<file path="src/rtl/seg7_scan_ctrl_if.sv">
// seg7_scan_ctrl_if: write port, digit enables and display lines of the 7-seg scanner
// master drives wr_en/wr_addr/wr_data/wr_dp/digit_en; slave drives seg/dp/an (all active-low).
interface seg7_scan_ctrl_if #(
  parameter int NUM_DIGITS = 8
);
  localparam int AW = $clog2(NUM_DIGITS);
  logic                  wr_en;
  logic [AW-1:0]         wr_addr;
  logic [3:0]            wr_data;
  logic                  wr_dp;
  logic [NUM_DIGITS-1:0] digit_en;
  logic [6:0]            seg;
  logic                  dp;
  logic [NUM_DIGITS-1:0] an;
  modport master (output wr_en, wr_addr, wr_data, wr_dp, digit_en, input seg, dp, an);
  modport slave (input wr_en, wr_addr, wr_data, wr_dp, digit_en, output seg, dp, an);
endinterface

</file>
<file path="src/rtl/seg7_scan_ctrl.sv">
// seg7_scan_ctrl: time-multiplexed 7-segment scanner with per-digit register file
// Ports: clk, rst_n (sync active-low), bus (slave): write port + digit_en in, seg/dp/an out.
// Optional macro SEG7_LEADING_ZERO_BLANK_EN blanks leading zero digits above digit 0.
module seg7_scan_ctrl #(
  parameter int NUM_DIGITS = 8,
  parameter int CLK_DIV = 100000,
  localparam int AW = $clog2(NUM_DIGITS)
) (
  input logic clk,
  input logic rst_n,
  seg7_scan_ctrl_if.slave bus
);
  localparam int CW = $clog2(CLK_DIV);
  localparam logic [6:0] SEG [16] = '{
    7'b0000001, 7'b1001111, 7'b0010010, 7'b0000110,
    7'b1001100, 7'b0100100, 7'b0100000, 7'b0001111,
    7'b0000000, 7'b0000100, 7'b0001000, 7'b1100000,
    7'b0110001, 7'b1000010, 7'b0110000, 7'b0111000
  };
  logic [CW-1:0]         r_cnt;
  logic [AW-1:0]         r_idx;
  logic [3:0]            r_dig [NUM_DIGITS];
  logic [NUM_DIGITS-1:0] r_dp;
  logic                  w_tick;
  logic                  w_wr;
  logic                  w_on;
  logic [NUM_DIGITS-1:0] w_show;
  assign w_tick = r_cnt == CW'(CLK_DIV - 1);
  assign w_wr = bus.wr_en && ({1'b0, bus.wr_addr} < (AW + 1)'(NUM_DIGITS));
  // w_show[i] stays high unless everything from digit i upward is a plain zero
`ifdef SEG7_LEADING_ZERO_BLANK_EN
  logic w_any;
  always_comb begin
    w_show = '1;
    w_any = 1'b0;
    for (int i = NUM_DIGITS - 1; i > 0; i--) begin
      w_any = w_any | (r_dig[i] != 4'd0) | r_dp[i];
      w_show[i] = w_any;
    end
  end
`else
  always_comb w_show = '1;
`endif
  assign w_on = bus.digit_en[r_idx] & w_show[r_idx];
  always_ff @(posedge clk) begin
    if (!rst_n) begin
      r_cnt <= '0;
      r_idx <= '0;
      r_dp <= '0;
      for (int i = 0; i < NUM_DIGITS; i++) r_dig[i] <= '0;
      bus.seg <= 7'h7F;
      bus.dp <= 1'b1;
      bus.an <= '1;
    end else begin
      r_cnt <= w_tick ? '0 : r_cnt + CW'(1);
      if (w_tick) r_idx <= (r_idx == AW'(NUM_DIGITS - 1)) ? '0 : r_idx + AW'(1);
      if (w_wr) begin
        r_dig[bus.wr_addr] <= bus.wr_data;
        r_dp[bus.wr_addr] <= bus.wr_dp;
      end
      bus.seg <= w_on ? SEG[r_dig[r_idx]] : 7'h7F;
      bus.dp <= ~(w_on & r_dp[r_idx]);
      bus.an <= w_on ? ~(NUM_DIGITS'(1) << r_idx) : '1;
    end
  end
endmodule

</file>
<file path="src/flat_wrapper.sv">
// flat-port wrapper written by rule: the top's interface ports become plain ports
module seg7_scan_ctrl_flat 
#(
  parameter int NUM_DIGITS = 8,
  parameter int CLK_DIV = 100000,
  localparam int AW = $clog2(NUM_DIGITS)
)
  (clk, rst_n, bus_wr_en, bus_wr_addr, bus_wr_data, bus_wr_dp, bus_digit_en, bus_seg, bus_dp, bus_an);
  seg7_scan_ctrl_if #(.NUM_DIGITS(NUM_DIGITS)) bus_i ();
  input logic clk;
  input logic rst_n;
  input wire logic [$bits(bus_i.wr_en)-1:0] bus_wr_en;
  input wire logic [$bits(bus_i.wr_addr)-1:0] bus_wr_addr;
  input wire logic [$bits(bus_i.wr_data)-1:0] bus_wr_data;
  input wire logic [$bits(bus_i.wr_dp)-1:0] bus_wr_dp;
  input wire logic [$bits(bus_i.digit_en)-1:0] bus_digit_en;
  output wire logic [$bits(bus_i.seg)-1:0] bus_seg;
  output wire logic [$bits(bus_i.dp)-1:0] bus_dp;
  output wire logic [$bits(bus_i.an)-1:0] bus_an;
  assign bus_i.wr_en = bus_wr_en;
  assign bus_i.wr_addr = bus_wr_addr;
  assign bus_i.wr_data = bus_wr_data;
  assign bus_i.wr_dp = bus_wr_dp;
  assign bus_i.digit_en = bus_digit_en;
  assign bus_seg = bus_i.seg;
  assign bus_dp = bus_i.dp;
  assign bus_an = bus_i.an;
  seg7_scan_ctrl #(.NUM_DIGITS(NUM_DIGITS), .CLK_DIV(CLK_DIV)) u_core (.clk(clk), .rst_n(rst_n), .bus(bus_i));
endmodule
</file>
<file path="config.mk">
export PLATFORM = sky130hd
export DESIGN_NAME = seg7_scan_ctrl_flat
export DESIGN_NICKNAME = d
export VERILOG_FILES = /design/src/rtl/seg7_scan_ctrl_if.sv /design/src/rtl/seg7_scan_ctrl.sv /design/src/flat_wrapper.sv
export SDC_FILE = /design/constraint.sdc
export NUM_CORES = 1
export LEC_CHECK = 0
export CAP_MARGIN = 20
export CORE_MARGIN = 3
export CORE_UTILIZATION = 50
export CTS_CLUSTER_DIAMETER = 200
export CTS_CLUSTER_SIZE = 30
export DETAILED_ROUTE_END_ITERATION = 12
export DONT_BUFFER_PORTS = 1
export PLACE_DENSITY_LB_ADDON = 0.05
export SLEW_MARGIN = 20
export SYNTH_ARGS = -nofsm -noshare
export SYNTH_HDL_FRONTEND = slang
export SYNTH_SLANG_ARGS = --single-unit
</file>
<file path="constraint.sdc">
create_clock -name clk -period 3.1 [get_ports clk]
set_input_delay 0.62 -clock clk [delete_from_list [all_inputs] [get_ports clk]]
set_output_delay 0.62 -clock clk [all_outputs]
set_load 0.01 [all_outputs]
</file>
==> run_results.csv <==
group,metric,value,unit
final_layout,drive_gt1_share,11.3,%
drt,wl_per_cell,15.5,microns
logic_synthesis,synth_cell_types,42,
setup_path,rrSetupSlack,0.45,ns
floorplanning,die_h,90.8,microns
drt,firstDrtPassIters,4,
setup_path,cp_slowest_cell,"dfxtp_1",
setup_path,worstPathMaxFanout,8,
sta,layout_setup_ws,0.445,ns
setup_path,required,3.33,ns
logic_synthesis,post_synth_xor_area_fraction,3.66,%
flow_run,cap_violations,0,
grt,first_global_vias,2154,
logic_synthesis,yosysWarnings,0,
sta,setup_viol,0,
logic_synthesis,synth_top_family_by_area,"simple AND/OR/NAND/NOR gates",
grt,gr-total-overflow,0,
floorplanning,ioPinCount,35,
place,post-place-ws,0.426,ns
sta,rsz0062_at_grt,"false",
sta,final-max-slew-violation-count,0,
cts,cts_buffers,9,
sta,final.setup.tns,0,ns
logic_synthesis,muxShareOfSynthArea,10.0,%
grt,grt_start_max_net_pins,19,
final_layout,n_antenna_cell,0,
cts,cts_sinks,79,
place,placed_area,3700,sq um
floorplanning,core,6870,sq um
setup_path,cp.arrival,2.88,ns
logic_synthesis,synthSimpleGateAreaFrac,19.3,%
floorplanning,die_area,8240,sq um
floorplanning,die_x,90.8,microns
place,dp_hpwl,4.97,mm
place,place.gp.congestion,0.888,
logic_synthesis,yosys.area_share.adder,4.53,%
power_and_ir_drop,p_per_area,512,nW/um^2
cts,tritoncts,"done",
grt,antenna_found_initial,0,
cts,clk_latency,0.34,ns
setup_path,cpPeakStageDelay,0.58,ns
floorplanning,start_util,52.3,%
setup_path,crit_path_end,"u_core.bus.seg[1]",
sta,finalHoldViolCount,0,
setup_path,path_depth,8,
logic_synthesis,ys_async_sr_fraction,0,%
setup_path,critPathTopFamily,"multiplexers",
setup_path,r2r_cells,8,
cts,post-cts-setup-buffers,0,
final_layout,final_area,3890,sq um
sta,worst_slew_pin_slew,0.860,ns
logic_synthesis,syn_nets,355,
setup_path,r2r_end,"u_core.bus.seg[1]",
logic_synthesis,synth_compound_area_share,6.41,%
setup_path,path_buf_inv,2,
drt,num_vias,2228,
drt,wl,6.68,mm
sta,fmax,377,MHz
sta,fin_crit,2.65,ns
sta,skew,0.00550,ns
drt,postRouteAntennaNets,0,
drt,drtIter0Drc,104,
power_and_ir_drop,leakage,1.37,nW
logic_synthesis,synth_edf_count,32,
floorplanning,rows,30,
power_and_ir_drop,ir_drop,243,uV
final_layout,area_growth,8.39,%
setup_path,startpoint_type,"register",
cts,cts_resized,0,
sta,slew_headroom,42.0,%
grt,grt_usage,17.4,%
logic_synthesis,ys_ff_latch,79,
worst_hold_path,hp-class,"in2reg",
outcome,outcome,"complete, no violations",
place,port_buffers,0,
setup_path,crit_type,"reg2reg",
cts,clock_path_buffers,2,
cts,clk_pin_slew_worst_paths,0.08,ns
cts,ctsHoldBuffers,0,
final_layout,final_nets,362,
cts,h-tree-depth,3,
grt,grt_first_pass_wirelength,11.2,mm
logic_synthesis,netlist_area,3590,sq um
logic_synthesis,ys.flop_type,"dfxtp_1",
setup_path,end_kind,"register",
logic_synthesis,synth_cells,323,
drt,vias_per_cell,5.17,
final_layout,stdcell_count,431,
place,placedCellCount,415,
logic_synthesis,ys_seq_area_share,52.9,%
logic_synthesis,avgSynthCellArea,11.1,sq um
drt,drc,0,
cts,cts_root_buf,"clkbuf_8",
sta,fin_crit_sh,85.6,%
setup_path,path_cells,"buf_4 > mux4_2 > mux2i_2 > inv_1 > ha_1 > nand3_1 > o21ai_0 > a221o_1",
[logic make-up after synthesis]
| kind of cell | count (synthesis) |
|---|---|
| DFF | 79 |
| adders and majority gates | 13 |
| xor gates and xnor gates | 15 |
| muxes | 22 |
| and+or+nand+nor | 136 |
| buffers and inverters | 25 |
| AOI/OAI and AO/OA | 33 |
[final cells by class]
| cell class | count | area (sq um) |
|---|---|---|
| clock buffer | 10 | 138 |
| clock inverter | 6 | 58.8 |
| fill | 597 | 2980 |
| inverter | 16 | 60.1 |
| multi-input combinational | 219 | 1580 |
| sequential | 79 | 1900 |
| tap | 96 | 120 |
| timing repair buffer | 5 | 37.5 |
[Yosys cell counts, types with 2 or more instances]
master	count	area [sq um]
mux2_2	2	22.5
xor2_1	8	70.1
o21ai_0	18	90.1
clkbuf_1	3	11.3
nand2b_1	4	25.0
or3_1	2	12.5
o31ai_1	3	22.5
a221o_1	4	40.0
ha_1	13	163
nand2_1	28	105
nand3b_1	2	15.0
nand4_1	4	25.0
and3_1	2	12.5
mux2i_1	9	90.1
mux4_1	2	52.6
nor2b_1	5	31.3
edfxtp_1	32	961
buf_2	2	10.0
nor3_1	8	40.0
buf_4	2	15.0
nor2_1	30	113
a21oi_1	2	10.0
inv_1	16	60.1
xnor2_1	7	61.3
dfxtp_1	47	941
and2_1	36	225
mux4_2	8	180
nand3_1	10	50.1
[worst min path at each step]
stage	start	endpoint	slack [ns]	cells after the start
floorplan	u_core.r_cnt[0]	u_core.r_cnt[0]	0.43	1
global placement	u_core.r_cnt[0]	u_core.r_cnt[0]	0.45	1
detailed placement	u_core.r_cnt[0]	u_core.r_cnt[0]	0.46	1
CTS	bus_wr_dp	u_core.r_dp[0]	0.38	2
global route	bus_wr_dp	u_core.r_dp[5]	0.39	2
finish	bus_wr_dp	u_core.r_dp[0]	0.40	2
[sequential cells by signal, summed over array words and instances (netlist names), named ones only]
name / cells
u_core.bus.dp: 1
u_core.r_dig: 32
u_core.r_dp: 8
u_core.r_idx: 3
u_core.bus.seg: 7
u_core.r_cnt: 17
u_core.bus.an: 8
[metal layers]
metal  vias up  routed length (microns)  global-route usage, %  share of wire (%)
met2        38                     3140                   26.3                 47
met3         7                      269                   4.50                4.0
met5         -                        0                      0                  0
met4         0                       63                   6.12               0.94
li1       1137                        -                      -                  -
met1      1046                     3210                   24.3                 48
[per-stage QoR]
| step | hold slack (ns) | utilization (%) | total power, W |
|---|---|---|---|
| finish | 0.400 | 56.7 | 0.00199 |
| global route | 0.390 | 56.7 | 0.00207 |
| CTS | 0.383 | 56.7 | 0.00201 |
| detailed placement | 0.459 | 53.8 | 0.00127 |
| global placement | 0.451 | 53.8 | 0.00127 |
| floorplan | 0.430 | - | 0.00124 |
[power breakdown]
group	leakage (nW)	switching (W)	internal [W]
logic	0.575	0.0000612	0.0000437
clock network	0.102	0.000357	0.000390
registers	0.691	0.0000203	0.00112
[layout by cell type, fill, tap and decap left out, types with 4 or more instances in the layout]
cell type   n
ha_1       13
edfxtp_1   32
nor2_1     30
nand2b_1    4
xor2_1      8
nor2b_1     5
mux2i_1     9
a221o_1     4
nand4_1     4
nor3_1      8
and2_1     36
dfxtp_1    47
o21ai_0    18
mux4_2      8
buf_4       5
nand3_1    10
xnor2_1     7
clkbuf_8   10
nand2_1    28
inv_1      16
No activity file was read; power rests on OpenSTA's default activity.
